$ cat config.mk
export PLATFORM = sky130hd
export DESIGN_NAME = parity_serializer
export DESIGN_NICKNAME = d
export VERILOG_FILES = /design/src/rtl/parity_serializer.sv
export SDC_FILE = /design/constraint.sdc
export NUM_CORES = 1
export LEC_CHECK = 0
export CAP_MARGIN = 15
export CELL_PAD_IN_SITES_DETAIL_PLACEMENT = 0
export CELL_PAD_IN_SITES_GLOBAL_PLACEMENT = 1
export CORE_MARGIN = 2
export CORE_UTILIZATION = 39
export CTS_BUF_LIST = sky130_fd_sc_hd__clkbuf_4 sky130_fd_sc_hd__clkbuf_8
export DETAILED_ROUTE_END_ITERATION = 10
export MAX_ROUTING_LAYER = met4
export PLACE_DENSITY = 0.78
export SYNTH_ARGS = -nofsm -noshare
export SYNTH_HDL_FRONTEND = slang
export SYNTH_SLANG_ARGS = --single-unit
$ cat constraint.sdc
create_clock -name clk -period 1.5 [get_ports clk]
set_clock_uncertainty 0.1 [all_clocks]
set_input_delay 0.3 -clock clk [delete_from_list [all_inputs] [get_ports clk]]
set_output_delay 0.3 -clock clk [all_outputs]
set_load 0.01 [all_outputs]
$ cat src/rtl/parity_serializer.sv
// Serial parity generator: accepts a WIDTH-bit word on load/ready, shifts it out
// LSB-first and appends an even (ODD=0) or odd (ODD=1) parity bit.
module parity_serializer #(
   parameter int WIDTH = 8,
   parameter bit ODD   = 1'b0
) (
   input  logic             clk,
   input  logic             reset,
   input  logic [WIDTH-1:0] data_in,
   input  logic             load,
   output logic             ready,
   output logic             sout,
   output logic             sout_valid,
   output logic             is_parity,
   output logic             done
);

   localparam int CNT_W = (WIDTH > 1) ? $clog2(WIDTH) : 1;
   localparam logic [CNT_W-1:0] LAST = CNT_W'(WIDTH - 1);

   typedef enum logic [1:0] {
      IDLE   = 2'd0,
      SHIFT  = 2'd1,
      PARITY = 2'd2
   } state_t;

   state_t             r_state;
   state_t             w_next;
   logic [WIDTH-1:0]   r_shift;
   logic [CNT_W-1:0]   r_cnt;
   logic               r_acc;
   logic               w_accept;

   // ready depends on state only, so the accept term never loops back onto load
   assign ready    = (r_state != SHIFT);
   assign w_accept = load && ready;

   always_comb begin
      w_next = r_state;
      case (r_state)
         IDLE:    if (w_accept) w_next = SHIFT;
         SHIFT:   if (r_cnt == LAST) w_next = PARITY;
         PARITY:  w_next = w_accept ? SHIFT : IDLE;
         default: w_next = IDLE;
      endcase
   end

   always_comb begin
      sout       = 1'b0;
      sout_valid = 1'b0;
      is_parity  = 1'b0;
      done       = 1'b0;
      case (r_state)
         SHIFT: begin
            sout       = r_shift[0];
            sout_valid = 1'b1;
         end
         PARITY: begin
            sout       = r_acc;
            sout_valid = 1'b1;
            is_parity  = 1'b1;
            done       = 1'b1;
         end
         default: ;
      endcase
   end

   always_ff @(posedge clk) begin
      if (reset) begin
         r_state <= IDLE;
         r_shift <= '0;
         r_cnt   <= '0;
         r_acc   <= 1'b0;
      end else begin
         r_state <= w_next;
         if (w_accept) begin
            r_shift <= data_in;
            r_cnt   <= '0;
            r_acc   <= ODD;
         end else if (r_state == SHIFT) begin
            // accumulator folds in the bit currently on sout
            r_shift <= r_shift >> 1;
            r_acc   <= r_acc ^ r_shift[0];
            if (r_cnt != LAST) r_cnt <= r_cnt + 1'b1;
         end
      end
   end

endmodule
==> results of run 1 <==
==> final cells by class <==
class / count / area [µm²] / area share
clock buffer: 4 / 36.3 / 0.0325
inverter: 4 / 17.5 / 0.0157
multi-input combinational: 55 / 500 / 0.448
sequential: 14 / 285 / 0.255
tap: 27 / 33.8 / 0.0302
timing repair buffer: 27 / 244 / 0.218
==> through the flow <==
step	hold slack [ns]	utilization
3_3_place_gp	0.355	0.536
2_1_floorplan	0.269	-
3_5_place_dp	0.369	0.536
4_1_cts	0.384	0.576
5_1_grt	0.417	0.588
6_report	0.380	0.588
==> cells in the mapped netlist <==
library cell	instances	area share
nor3_1	1	0.0065
o2111a_1	1	0.015
buf_6	1	0.015
buf_4	2	0.020
nor2b_1	1	0.0081
nor2_1	7	0.034
mux2_4	6	0.12
and2b_1	1	0.0098
nand3_1	3	0.020
inv_1	4	0.020
xnor2_1	1	0.011
a21oi_1	6	0.039
mux2_2	1	0.015
dfxtp_1	14	0.36
nand3b_1	1	0.0098
a21boi_0	1	0.0098
o21ai_0	2	0.013
ha_1	7	0.11
and3_1	1	0.0081
mux2i_1	8	0.10
nand2b_1	3	0.024
clkbuf_1	1	0.0049
nand2_1	4	0.020
==> routing by layer <==
layer	vias up	track usage	part of all wire
li1	320	-	-
met1	274	0.174	0.49
met2	11	0.243	0.47
met3	2	0.0309	0.035
met4	0	0.0429	0.0062
met5	-	-	0
==> report_power, final <==
part / leakage, nW / switching, W / internal (W)
Combinational: 0.346 / 0.000125 / 0.000176
Sequential: 0.116 / 0.0000177 / 0.000403
Clock: 0.0210 / 0.000127 / 0.000147
==> worst max-delay path by stage <==
stage / slack, ns / startpoint / endpoint
after global routing: -0.18 / r_state[1] / sout
after detailed placement: -0.33 / r_state[1] / sout
final: -0.11 / r_state[1] / sout
after CTS: -0.12 / r_state[1] / sout
after global placement: -0.29 / r_state[1] / sout
after floorplan: 0.02 / r_state[0] / sout
==> state kept, by name, summed over array words and instances (netlist names) <==
| name | count |
|---|---|
| r_shift | 8 |
| r_cnt | 3 |
| r_state | 2 |
| r_acc | 1 |
==> repair_timing <==
action	CTS	global route
pin swaps	2	0
setup buffers	1	0
cloned	0	0
resized for setup	36	5
setup endpoints to repair	9	10
==> placed cells by master (no fill, tap or decap), types with 6 or more instances in the layout <==
cell type,n
mux2i_1,8
buf_4,10
nor2_1,7
dfxtp_1,12
mux2_4,6
clkdlybuf4s50_1,10
a21oi_1,6
==> cells by family (layout without fill, tap and decap cells) <==
kind of cell	count (synthesis)	count (layout)	share of synthesized area
compound gates	10	10	0.0764
fa+ha+maj	7	7	0.114
xor+xnor	1	1	0.0114
buf+inv	8	35	0.0585
mux	15	15	0.236
simple gates	22	22	0.140
flops	14	14	0.364
==> worst max-delay path, delay by kind of cell, from the launching register on <==
kind	cells	cell delay (ns)
compound gates	1	0.13
fa+ha+maj	1	0.25
buf+inv	2	0.18
flops	1	0.37
==> flow_metrics.env, run 1 <==
export IMPL_status="complete, but fails checks"
export IMPL_violations="negative setup slack"
export IMPL_slowest_stage="dfxtp_4"
export IMPL_finalHoldViolCount=0
export IMPL_drtAntennaViolNets=0
export IMPL_die_area_um2=2340
export IMPL_slowest_delay_ns=0.37
export IMPL_wire_per_inst_um=11.2
export IMPL_syn_area_um2=769
export IMPL_crit_type="register to output port"
export IMPL_p_leak_nw=0.482
export IMPL_reg2reg_depth=7
export IMPL_reg2reg_to="r_acc"
export IMPL_syn_nets=95
export IMPL_io_pins=16
export IMPL_clk_pin_slew_worst_paths_ns=0.09
export IMPL_slew_headroom=0.904
export IMPL_grt_pass1_vias=602
export IMPL_peakVddDrop_mv=0.524
export IMPL_max_cap_violations=0
export IMPL_antenna_found_initial=0
export IMPL_clk_latency_ns=0.28
export IMPL_setup_worst_path_end_class="output port"
export IMPL_dp_slack_ns=-0.325
export IMPL_finalCriticalPeriod_ns=1.61
export IMPL_synth_seq_area_share=0.364
export IMPL_cts_hold_buf=0
export IMPL_nets=123
export IMPL_vias=607
export IMPL_hpwl_um=994
export IMPL_htree_levels=1
export IMPL_hold_path_end="r_cnt[1]"
export IMPL_holdCritPathClass="register to register"
export IMPL_fillers=166
export IMPL_gp_congestion=0.705
export IMPL_fin_tns_setup_ns=-0.221
export IMPL_viasPerCell=4.63
export IMPL_drc=0
export IMPL_port_buffers=15
export IMPL_power_per_cell_area_nw_per_um2=891
export IMPL_worstHoldStart="r_cnt[1]"
export IMPL_cts_root_buffer_cell="clkbuf_4"
export IMPL_rsz0062_at_grt="yes"
export IMPL_rows=16
export IMPL_grt_overflow=0
export IMPL_worstMarginPinSlew_ns=0.140
export IMPL_start_util=0.405
export IMPL_routed_wl_um=1460
export IMPL_grt_usage=0.144
export IMPL_worst_slack_ns=-0.111
export IMPL_r2r_start="r_state[0]"
export IMPL_core_um2=1900
export IMPL_syn_instance_count=77
export IMPL_worst_ep_required_time_ns=1.10
export IMPL_avgSynthCellArea_um2=9.99
export IMPL_clock_sinks=14
export IMPL_cts_max_path_buffers=2
export IMPL_cts_tree="done"
export IMPL_crit_arrival_ns=1.21
export IMPL_power_w=0.000996
export IMPL_yosys_register_bits=14
export IMPL_grt_max_degree=13
export IMPL_layoutNonFillerInstCount=131
export IMPL_drt_iter0_drc=17
export IMPL_rrSetupSlack_ns=0.09
export IMPL_crit_fanout=3
export IMPL_yosysUniqueCellTypes=23
export IMPL_finalSetupViolCount=3
export IMPL_antenna_cells=0
export IMPL_area_growth_pct=45.2
export IMPL_cp_start_kind="register"
export IMPL_max_freq_mhz=621
export IMPL_grt_first_pass_wirelength_um=2620
export IMPL_cp_cell_sequence="inv_4 -> ha_4 -> a21boi_2 -> buf_2"
export IMPL_dp_cells=126
export IMPL_dpl_cell_area_um2=1020
export IMPL_final_area_um2=1120
export IMPL_die_w_um=48.4
export IMPL_dr_pass1_iters=4
export IMPL_slew_violations=0
export IMPL_whs_path_depth=2
export IMPL_yosys_warnings=0
export IMPL_drive_gt1_frac=0.385
export IMPL_numCtsBuffers=3
export IMPL_die_y_um=48.4
export IMPL_fin_crit_sh=1.07
(Power assumes the default switching activity.)
==> run 2: changes to the inputs <==
ABC_AREA = 1   (was unset)
CORE_UTILIZATION = 34   (was 39)
CTS_BUF_LIST = sky130_fd_sc_hd__clkbuf_4 sky130_fd_sc_hd__clkbuf_8 sky130_fd_sc_hd__clkbuf_16   (was sky130_fd_sc_hd__clkbuf_4 sky130_fd_sc_hd__clkbuf_8)
PLACE_DENSITY = 0.75   (was 0.78)
==> flow_metrics.env, run 2 <==
export IMPL_antenna_found_initial=0
export IMPL_htree_levels=1
export IMPL_rsz0062_at_grt="yes"
export IMPL_area_growth_pct=56.6
export IMPL_clock_sinks=14
export IMPL_drive_gt1_frac=0.305
export IMPL_layoutNonFillerInstCount=168
export IMPL_grt_first_pass_wirelength_um=2810
export IMPL_routed_wl_um=1600
export IMPL_start_util=0.369
export IMPL_max_freq_mhz=621
export IMPL_holdCritPathClass="register to register"
export IMPL_slew_violations=0
export IMPL_wire_per_inst_um=9.51
export IMPL_dr_pass1_iters=4
export IMPL_syn_area_um2=738
export IMPL_synth_seq_area_share=0.380
export IMPL_final_cell_mix="nand2_1 (36), buf_4 (17), inv_1 (15)"
export IMPL_finalHoldViolCount=0
export IMPL_cts_root_buffer_cell="clkbuf_4"
export IMPL_yosysUniqueCellTypes=15
export IMPL_viasPerCell=4.39
export IMPL_violations="negative setup slack"
export IMPL_slew_headroom=0.892
export IMPL_cts_max_path_buffers=2
export IMPL_die_w_um=50.6
export IMPL_finalCriticalPeriod_ns=1.61
export IMPL_p_leak_nw=0.567
export IMPL_syn_nets=123
export IMPL_dp_cells=164
export IMPL_worst_ep_required_time_ns=1.10
export IMPL_cts_hold_buf=0
export IMPL_drc=0
export IMPL_final_common_cell="nand2_1"
export IMPL_worstMarginPinSlew_ns=0.162
export IMPL_die_y_um=50.6
export IMPL_crit_fanout=3
export IMPL_crit_type="register to output port"
export IMPL_largest_reg_flops=8
export IMPL_grt_overflow=0
export IMPL_cts_tree="done"
export IMPL_hpwl_um=1220
export IMPL_drtAntennaViolNets=0
export IMPL_synth_top_cell_area_share=0.380
export IMPL_async_flop_share=0
export IMPL_drt_iter0_drc=7
export IMPL_port_buffers=15
export IMPL_yosys_register_bits=14
export IMPL_yosys_area_top_type="dfxtp_1"
export IMPL_fin_tns_setup_ns=-0.253
export IMPL_finalSetupViolCount=5
export IMPL_io_pins=16
export IMPL_peakVddDrop_mv=0.338
export IMPL_yosys_warnings=0
export IMPL_grt_usage=0.149
export IMPL_avgSynthCellArea_um2=7.03
export IMPL_clk_pin_slew_worst_paths_ns=0.08
export IMPL_fin_crit_sh=1.07
export IMPL_antenna_cells=0
export IMPL_max_cap_violations=0
export IMPL_syn_instance_count=105
export IMPL_cp_start_kind="register"
export IMPL_worst_slack_ns=-0.110
export IMPL_crit_arrival_ns=1.21
export IMPL_grt_pass1_vias=701
export IMPL_die_area_um2=2560
export IMPL_vias=737
export IMPL_power_per_cell_area_nw_per_um2=715
export IMPL_grt_max_degree=9
export IMPL_gp_congestion=0.673
export IMPL_nets=161
export IMPL_synthTopCellsByArea="dfxtp_1 (38%), nand2_1 (19%), ha_1 (12%)"
export IMPL_setup_worst_path_end_class="output port"
export IMPL_numCtsBuffers=3
export IMPL_ys_flop_type="dfxtp_1"
export IMPL_synth_edf_count=0
export IMPL_core_um2=2000
export IMPL_holdWs_ns=0.363
export IMPL_rows=16
export IMPL_largest_register="r_shift"
export IMPL_reg_largest_list="r_shift (8), r_cnt (3), r_state (2)"
export IMPL_synthTopCellsByCount="nand2_1 (37), inv_1 (18), dfxtp_1 (14), nand3_1 (10), ha_1 (7)"
export IMPL_status="complete, but fails checks"
export IMPL_clk_latency_ns=0.27
export IMPL_synthMostInstantiatedCell="nand2_1"
==> run 2: changes by cell type after synthesis, moves of 2 or more <==
cell      previous run  this run
inv_1                4        18
mux2_4               6         0
mux2i_1              8         0
nand2_1              4        37
nand2_2              0         3
nand2b_1             3         0
nand3_1              3        10
nor2_1               7         3
o21ai_0              2         0
==> run 2: worst max-delay path, cell delays in order (launching register included) <==
cell and delay (ns):
dfxtp_4 0.37, inv_4 0.05, ha_4 0.26, a21boi_2 0.13
buf_2 0.13
==> run 2: final timing paths <==
check / to / startpoint / cells after the start / slack (ns)
worst max register to register: r_shift[1] / r_state[1] / 9 / 0.14
worst min register to register: r_shift[7] / r_shift[7] / 2 / 0.36
worst min-delay path: r_shift[7] / r_shift[7] / 2 / 0.36
worst max-delay path: sout / r_state[0] / 4 / -0.11
==> run 2: stage by stage <==
step | power [W] | cell area [µm²] | setup WS [ns] | utilization
6_report | 0.000826 | 1160 | -0.110 | 0.578
5_1_grt | 0.000880 | 1160 | -0.155 | 0.578
4_1_cts | 0.000818 | 1120 | -0.114 | 0.561
3_5_place_dp | 0.000599 | 1050 | -0.350 | 0.523
3_3_place_gp | 0.000596 | 1050 | -0.297 | 0.523
2_1_floorplan | 0.000500 | 738 | 0.00399 | -
==> run 2: repair_timing <==
action | CTS | global route
setup buffers | 1 | 0
pin swaps | 1 | 1
gates resized for setup | 37 | 8
endpoints found under the setup margin | 14 | 13
==> run 2: cell type report <==
cell class                 count  area (µm²)
inverter                      18        70.1
sequential                    14         285
clock buffer                   3        22.5
fill                         199         846
timing repair buffer          35         312
tap                           27        33.8
multi-input combinational     71         433
==> run 2: kinds of logic (layout without fill, tap and decap cells) <==
family | Yosys count | count (layout) | synth area share
AO/OA/AOI/OAI | 8 | 8 | 0.0610
AND/OR/NAND/NOR | 55 | 55 | 0.312
adder cells (fa/ha/maj) | 7 | 7 | 0.119
XOR/XNOR | 1 | 1 | 0.0119
flip-flops | 14 | 14 | 0.380
buffers and inverters | 20 | 56 | 0.117
==> run 2: routing by layer <==
metal  wire length [µm]  up-vias  track usage
li1                   -      391            -
met1                759      325        0.174
met2                757       17        0.246
met3                 55        4       0.0268
met4                 24        0       0.0766
met5                  0        -            -
==> run 2: report_power, final <==
part	leakage (nW)	total (W)	switching (W)	internal [W]
Combinational	0.438	0.000212	0.0000951	0.000117
Clock	0.0138	0.000210	0.000117	0.0000929
Sequential	0.116	0.000404	0.0000124	0.000391
Total	0.567	0.000826	0.000225	0.000602
